===== config.mk =====
export PLATFORM = sky130hd
export DESIGN_NAME = byte_serializer
export DESIGN_NICKNAME = d
export VERILOG_FILES = /design/src/rtl/byte_serializer.sv
export SDC_FILE = /design/constraint.sdc
export NUM_CORES = 1
export LEC_CHECK = 0
export ABC_AREA = 0
export CELL_PAD_IN_SITES_DETAIL_PLACEMENT = 1
export CELL_PAD_IN_SITES_GLOBAL_PLACEMENT = 2
export CORE_ASPECT_RATIO = 0.6
export CORE_MARGIN = 1.5
export CORE_UTILIZATION = 37
export DETAILED_ROUTE_END_ITERATION = 6
export HOLD_SLACK_MARGIN = 0.1
export PLACE_DENSITY_LB_ADDON = 0.1
export REMOVE_ABC_BUFFERS = 1
export SLEW_MARGIN = 20
export SYNTH_ARGS = -nofsm -noshare
export SYNTH_HDL_FRONTEND = slang
export SYNTH_SLANG_ARGS = --single-unit
export TNS_END_PERCENT = 10

===== constraint.sdc =====
create_clock -name clk -period 3.05 [get_ports clk]
set_input_delay 0.915 -clock clk [delete_from_list [all_inputs] [get_ports clk]]
set_output_delay 0.915 -clock clk [all_outputs]
set_load 0.005 [all_outputs]

===== src/rtl/byte_serializer.sv =====
// byte_serializer
// Accepts bytes through a one-deep hold register with a valid/ready
// handshake and shifts them out MSB first, one bit per clock. Symbols are
// always 8 cycles long; when no byte is waiting at a symbol boundary the
// IDLE_SYM pattern is sent instead, so the line never goes silent.
module byte_serializer #(
  parameter logic [7:0] IDLE_SYM = 8'hBC
) (
  input  logic       clk,
  input  logic       reset_L,
  input  logic [7:0] data_in,
  input  logic       valid_in,
  output logic       ready_out,
  output logic       serial_out,
  output logic       valid_out,
  output logic       sym_start,
  output logic [7:0] data_cnt
);

  // Line state: INIT only until the first edge after reset, then the
  // state records what kind of symbol is currently in the shift register.
  localparam logic [1:0] ST_INIT = 2'd0;
  localparam logic [1:0] ST_IDLE = 2'd1;
  localparam logic [1:0] ST_DATA = 2'd2;

  logic [1:0] state_q,     state_d;
  logic [7:0] hold_q,      hold_d;
  logic       hold_full_q, hold_full_d;
  logic [7:0] sh_q,        sh_d;
  logic [2:0] bit_cnt_q,   bit_cnt_d;
  logic [7:0] data_cnt_q,  data_cnt_d;

  logic boundary;
  logic accept;

  // A symbol boundary is the edge that ends the last bit of the current
  // symbol. Out of reset bit_cnt is 0, so the first edge is a boundary too.
  assign boundary = (bit_cnt_q == 3'd0);

  // The handshake only looks at registered state, so ready_out has no
  // combinational path from valid_in or data_in.
  assign ready_out = !hold_full_q && (state_q != ST_INIT);
  assign accept    = valid_in && ready_out;

  // Shift register, bit counter and symbol-type tracking.
  always_comb begin
    // NOTE: every signal assigned in this block gets a default first, so no
    // path leaves a value unassigned and no latch is inferred.
    state_d    = state_q;
    sh_d       = sh_q;
    bit_cnt_d  = bit_cnt_q;
    data_cnt_d = data_cnt_q;
    if (boundary) begin
      bit_cnt_d = 3'd7;
      if (hold_full_q) begin
        sh_d       = hold_q;
        state_d    = ST_DATA;
        data_cnt_d = data_cnt_q + 8'd1;
      end else begin
        sh_d    = IDLE_SYM;
        state_d = ST_IDLE;
      end
    end else begin
      sh_d      = {sh_q[6:0], 1'b0};
      bit_cnt_d = bit_cnt_q - 3'd1;
    end
  end

  // Hold register: filled by the handshake, emptied when a boundary moves
  // its byte into the shift register. Both cannot happen on the same edge
  // because ready_out is low whenever hold is full.
  always_comb begin
    hold_d      = hold_q;
    hold_full_d = hold_full_q;
    if (boundary && hold_full_q) begin
      hold_full_d = 1'b0;
    end
    if (accept) begin
      hold_d      = data_in;
      hold_full_d = 1'b1;
    end
  end

  // State registers; asynchronous reset drops any partial symbol and any
  // held byte immediately.
  always_ff @(posedge clk or negedge reset_L) begin
    // NOTE: sequential state uses non-blocking assignments so every register
    // samples the pre-edge values, independent of statement order.
    if (!reset_L) begin
      state_q     <= ST_INIT;
      // NOTE: the hold byte is reset along with its flag so a byte held at
      // reset can never resurface, even though hold_full alone guards reads.
      hold_q      <= 8'h00;
      hold_full_q <= 1'b0;
      sh_q        <= 8'h00;
      bit_cnt_q   <= 3'd0;
      data_cnt_q  <= 8'h00;
    end else begin
      state_q     <= state_d;
      hold_q      <= hold_d;
      hold_full_q <= hold_full_d;
      sh_q        <= sh_d;
      bit_cnt_q   <= bit_cnt_d;
      data_cnt_q  <= data_cnt_d;
    end
  end

  // Line outputs, all decoded from registers.
  assign serial_out = (state_q != ST_INIT) ? sh_q[7] : 1'b0;
  assign sym_start  = (bit_cnt_q == 3'd7) && (state_q != ST_INIT);
  assign valid_out  = (state_q == ST_DATA);
  assign data_cnt   = data_cnt_q;

endmodule


* After elaboration in Yosys (flattened, before gate mapping)
Cells that the tools add are included.
W data, S select, Z words.
** Storage, ports and cells
- Flip-flop bits (word level) :: 30
- Latch bits :: 0
- Memory bits (writable) :: 0
- Bits in read-only memories :: 0
- Bits of input ports :: 11
- Output and inout port bits :: 12
- Word-level logic and storage cells :: 26
- Memories :: 0
** Cells by class
- Add/subtract/negate cells :: 2
- Multipliers :: 0
- Div/mod/pow operators :: 0
- Magnitude comparators :: 0
- Eq/ne operators :: 2
- Shifts and indexed selects :: 0
- Mux-type cells :: 7
- Bitwise operators :: 0
- Reductions and logical operators :: 9
** Operators by type and width (count)
- $mux W8 :: 2
- $add A8 B1 Y8 const B :: 1
- $logic_and A1 B1 Y1 :: 4
- $reduce_bool A2 Y1 :: 2
- $eq A3 B3 Y1 const B :: 1
- $logic_not A3 Y1 :: 1
- $mux W1 :: 3
- $mux W3 :: 1
- $sub A3 B1 Y3 const B :: 1
- $eq A2 B2 Y1 const B :: 1
- $mux W2 :: 1
- $reduce_and A2 Y1 :: 1
- $logic_not A1 Y1 :: 1

* Depth between registers and ports, before layout
Gate-level depths: netlist of run 1.
- Depth after elaboration :: 4
- Gate-level depth with buffers :: 6

* Worst setup path before layout of run 1
Ideal clock, no wire load.
- Path kind :: register to output
- Start :: reg bit_cnt_q[0]
- End :: out sym_start
- Arrival :: 0.682 ns
- Required time :: 2.135 ns
- Setup slack :: 1.453 ns
- Stages on the path, launching flop included :: 3
- Path through :: dfrtp_1 > ha_1 > o211a_1
** Between the ends
- Word-level cells in the longest chain between the ends :: 2
** RTL lines
- start, declared :: line 30 : logic [2:0] bit_cnt_q, bit_cnt_d;
- start signal, assigned :: line 103 : bit_cnt_q <= bit_cnt_d;
- $eq A3 B3 Y1 :: line 110 : assign sym_start = (bit_cnt_q == 3'd7) && (state_q != ST_INIT);
- $logic_and A1 B1 Y1 :: line 110
- end, declared :: line 16 : output logic sym_start,
No other way between the ends.

* Worst setup path after layout of run 1
- Start :: reg hold_full_q
- End :: out ready_out
** Between the ends
- Word-level cells in the longest chain between the ends :: 2
** RTL lines
- start, declared :: line 28 : logic hold_full_q, hold_full_d;
- start signal, assigned :: line 101 : hold_full_q <= hold_full_d;
- $logic_not A1 Y1 :: line 42 : assign ready_out = !hold_full_q && (state_q != ST_INIT);
- $logic_and A1 B1 Y1 :: line 42
- end, declared :: line 13 : output logic ready_out,
No other way between the ends.

==> flow_summary.toml, run 1 <==
[run_status]
status = "finished, final reports clean"

[final_layout]
drive_gt1_frac = 0.200
area_delta_synth_final_pct = 27.6
diodes = 0
stdcell_area_um2 = 1610
fillers = 345
nNetsFinal = 134

[timing]
rsz0062_at_grt = "no"
maxSlewHeadroom = 0.645
fin_crit_ps = 2370
fin_crit_sh = 0.779
fin_skew_ps = 7.38
max_clock_freq_mhz = 421
finalSetupTns_ps = 0
setup-violations-final = 0
tightest_slew_ps = 532
final_hold_viol_count = 0
final_max_slew_viol_count = 0
layout_setup_ws_ps = 675

[drt]
drt-wirelength-per-cell_um = 14.8
vias = 790
viasPerCell = 4.79
dr.first_iter.drc_count = 49
drt-total-wl_um = 2440
final_antenna_net_count = 0
drc = 0
firstDrtPassIters = 3

[clock_network]
cts.root.buffer_cell = "clkbuf_8"
clkLatencyLatePin_ps = 290
h-tree-depth = 2
postCtsHoldBufs = 0
post-cts-setup-buffers = 0
clk_path_buf_depth = 2
cts_resized = 0
clkTransAtPathRegs_ps = 60
numClockSinks = 30
cts_tree = "done"
numCtsBuffers = 5

[place]
port_buffers = 22
dp_hpwl_um = 1690
post-place-ws_ps = 976
routabilityCongestion = 0.692
place_area_um2 = 1520

[global_route]
antenna_found_initial = 0
grt_usage = 0.146
grt_max_degree = 31
grt.overflow.total = 0
first_global_vias = 798
grt_pass1_wl_um = 3870

[setup_path]
worstSetupPathType = "register to output pin"
crit_path_cell_trace = "o21ba_4 > clkdlybuf4s50_1"
crit_path_max_incr_delay_ps = 490
endpoint_kind = "output pin"
cp.arrival_ps = 1460
critPathSlowestCell = "clkdlybuf4s50_1"
crit_required_ps = 2130
worstSetupStartpointType = "register"
worstPathMaxFanout = 5
path_buf_inv = 1
critPathTopFamily = "buffers and inverters"

[floorplan]
dieArea_um2 = 3770
start_util = 0.388
die_w_um = 78.3
core_area_um2 = 3240
row_count = 16
floorplan.die.height_um = 48.2
ioPinCount = 23

[yosys]
synth.most_common_cell = "dfrtp_1"
post-synth-top-area-cell = "dfrtp_1"
synth_flop_cell = "dfrtp_1"
synth.distinct_cells = 27
yosys-top-cells-count = "dfrtp_1, nand2_1, mux2_2, o22a_1"
synth_area_um2 = 1260
synthCells = 92
synth_edf_count = 0
synth.area.top_cells = "dfrtp_1, mux2_2, ha_1, o22a_1, xor2_1"
seq_area_frac_synth = 0.596
synth_seq_cells = 30
avgSynthCellArea_um2 = 13.7
async_flop_share = 1.00
synthDominantCellAreaShare = 0.596
yosys_warnings = 0

[pwr]
leakagePower_uw = 0.000734
powerDensity_nw_per_um2 = 847
ir_worst_vdd_v = 0.000353

[run]
cap_violations = 0

[worst_hold_path]
worstHoldPathType = "register to register"
where the power goes:
part | leakage [uW] | internal (uW) | total (uW) | switching, uW
Clock | 0.0000482 | 182 | 333 | 152
Sequential | 0.000353 | 545 | 654 | 109
Combinational | 0.000333 | 260 | 374 | 113
worst reg2reg max path, stage by stage, from the launching register on:
cell and delay (ps):
dfrtp_1 400, inv_1 80, ha_1 230, nor2b_1 480, nand2_1 290, o22a_1 240
cells in the final DEF (no fill, tap or decap), drive strengths merged, types with 2 or more instances in the layout:
cell           instances
nor3                   3
inv                    2
nor2                   3
nand4                  4
xnor2                  3
a22o                   2
nor2b                  2
ha                     4
clkdlybuf4s50         22
nand2                 10
o22a                   5
clkbuf                 7
mux2                   9
dfrtp                 30
xor2                   4
metal layers:
metal / track usage / share of wire / vias up / routed length, um
met5: 0 / 0 / - / 0
met1: 0.187 / 0.49 / 396 / 1200
li1: - / - / 374 / -
met3: 0.0579 / 0.045 / 5 / 109
met4: 0.0893 / 0.018 / 0 / 45
met2: 0.216 / 0.45 / 15 / 1090
area by class of cell:
type | instances | area (um2) | share of cell area
Sequential cell | 30 | 751 | 0.467
Multi-Input combinational cell | 57 | 473 | 0.294
Timing Repair Buffer | 23 | 228 | 0.142
Clock inverter | 1 | 5.00 | 0.00312
Inverter | 2 | 7.51 | 0.00467
Clock buffer | 7 | 86.3 | 0.0537
Tap cell | 45 | 56.3 | 0.0350
registers in the layout (all words and copies together) (netlist names):
register	flops
hold_q	8
data_cnt	8
hold_full_q	1
sh_q	8
bit_cnt_q	3
state_q	2
kinds of logic (layout without fill, tap and decap cells):
logic type	Yosys count	count (layout)	synth area share
AND/OR/NAND/NOR	26	26	0.122
adder cells (fa/ha/maj)	4	4	0.0398
buffers and inverters	5	33	0.0278
XOR/XNOR	7	7	0.0487
flip-flops	30	30	0.596
multiplexers	9	9	0.0835
AO/OA/AOI/OAI	11	11	0.0815
worst paths after layout:
check | cells after the start | slack [ps] | end | start
min in group asynchronous | 2 | 1020 | bit_cnt_q[2] | reset_L
max in group asynchronous | 2 | 1740 | sh_q[3] | reset_L
worst min-delay path | 1 | 470 | data_cnt[7] | data_cnt[7]
worst max-delay path | 2 | 680 | ready_out | hold_full_q
worst max register to register | 5 | 1210 | sh_q[3] | bit_cnt_q[0]
worst min register to register | 1 | 470 | data_cnt[7] | data_cnt[7]
stage by stage:
step | cells | total power (uW) | utilization | hold slack [ps]
global route | 165 | 1440 | 0.495 | 492
detailed placement | 157 | 1040 | 0.467 | 466
global placement | 157 | 1020 | 0.467 | 447
floorplan | 89 | 841 | - | 434
CTS | 165 | 1380 | 0.495 | 474
finish | 165 | 1360 | 0.495 | 466
(Power assumes the default switching activity.)
==> inputs of run 2 (changes only) <==
- CORE_UTILIZATION: 37 -> 31
- clock period: 3.05 -> 2.1 ns (I/O delays scaled with it)
==> run 2 against run 1 <==
  * The flow now finishes with violations (design-rule violations)
  * Global-route usage shrank 1.0 points
  * Total power grew 54%
  * Non-clock buffer count grew 2
  * Sequential share of layout area is 1.1 points lower
  * Via count is 2.8% higher
  * Combinational power increased by 48%
  * Cell count grew 1.8%
  * Worst hold slack worse by 1.0 ps
  * Design area grew 2.6%
==> flow_summary.toml, run 2 (synthesis gave the netlist of run 1 again) <==
[final_layout]
diodes = 0
utilization = 0.436
area_delta_synth_final_pct = 31.0
mostFrequentLayoutCells = "dfrtp_1, clkdlybuf4s50_1, nand2_1"
fin_cells = 168
stdcell_area_um2 = 1650
final_common_cell = "dfrtp_1"
nNetsFinal = 136
drive_gt1_frac = 0.223

[global_route]
antenna_found_initial = 0
first_global_vias = 822
grt_usage = 0.136
grt_max_degree = 31
grt_pass1_wl_um = 4170
grt.overflow.total = 0

[timing]
maxSlewHeadroom = 0.698
setup-violations-final = 0
fin_crit_sh = 0.970
final_hold_viol_count = 0
tightest_slew_ps = 454
hold_ws_ps = 465
fin_crit_ps = 2040
fin_skew_ps = 5.71
max_clock_freq_mhz = 491
rsz0062_at_grt = "no"
final_max_slew_viol_count = 0
finalSetupTns_ps = 0

[clock_network]
postCtsHoldBufs = 0
clkLatencyLatePin_ps = 280
clk_path_buf_depth = 2
cts_tree = "done"
numCtsBuffers = 5
cts.root.buffer_cell = "clkbuf_8"
clkTransAtPathRegs_ps = 60
numClockSinks = 30
h-tree-depth = 2

[place]
place_area_um2 = 1530
port_buffers = 22
dp_hpwl_um = 1730
placedCellCount = 160
routabilityCongestion = 0.719

[drt]
drc = 1
dr.first_iter.drc_count = 11
drt-wirelength-per-cell_um = 14.9
final_antenna_net_count = 0
firstDrtPassIters = 6
viasPerCell = 4.83
vias = 812
drt-total-wl_um = 2510

[setup_path]
critPathTopFamily = "buffers and inverters"
worstSetupStartpointType = "register"
worstSetupPathType = "register to output pin"
worstPathMaxFanout = 5
cp.arrival_ps = 1410
critPathSlowestCell = "clkdlybuf4s50_1"
r2r_slack_ps = 480
crit_path_max_incr_delay_ps = 500
path_buf_inv = 1
crit_required_ps = 1470
crit_path_cell_trace = "o21ba_4 > clkdlybuf4s50_1"
endpoint_kind = "output pin"

[worst_hold_path]
worstHoldPathType = "register to register"

[pwr]
ir_worst_vdd_v = 0.000430
powerDensity_nw_per_um2 = 1270
leakagePower_uw = 0.000756

[run_status]
violations = "design-rule violations"
status = "finished with violations"

[floorplan]
die_w_um = 85.3
floorplan.die.height_um = 52.4
core_area_um2 = 3790
row_count = 17
start_util = 0.332
ioPinCount = 23
dieArea_um2 = 4460

[run]
cap_violations = 0
## run 2: per-stage QoR
stage | setup slack [ps] | power [uW]
after floorplan | 650 | 1220
final | 63.4 | 2100
after CTS | 21.1 | 2130
after detailed placement | 310 | 1520
after global placement | 334 | 1500
after global routing | 10.9 | 2230
## run 2: layer usage
metal	vias to the layer above	GRT usage	share of wire	wire, um
met5	-	0	0	0
met4	0	0.0887	0.026	65
met3	7	0.0520	0.043	109
met2	14	0.188	0.43	1070
met1	415	0.178	0.50	1270
li1	376	-	-	-
## run 2: what timing repair did
item	CTS	global route
setup buffers	1	0
gates resized for setup	0	2
endpoints found under the setup margin	1	3
## run 2: worst paths after layout
kind,startpoint,to,cells past startpoint
worst max-delay path,state_q[0],ready_out,2
worst min-delay path,bit_cnt_q[0],bit_cnt_q[0],1
worst max register to register,bit_cnt_q[0],data_cnt[6],5
min in group asynchronous,reset_L,data_cnt[0],2
max in group asynchronous,reset_L,state_q[1],2
worst min register to register,bit_cnt_q[0],bit_cnt_q[0],1
## run 2: power by group
part | internal, uW | switching, uW | leakage [uW]
registers | 793 | 158 | 0.000352
logic | 381 | 172 | 0.000347
clock network | 379 | 216 | 0.0000573
total | 1550 | 545 | 0.000756
## run 2: cell type report
cell class	instances	area [um2]
tap	47	58.8
timing repair buffer	25	245
fill	401	2140
clock buffer	6	82.6
clock inverter	1	30.0
inverter	2	7.51
multi-input combinational	57	473
sequential	30	752
## run 2: worst register-to-register path, cell delays in order (launching register included)
cell and delay, ps:
dfrtp_1 400, inv_1 90, ha_1 230, and3b_1 450
nand4_1 190, xnor2_1 150
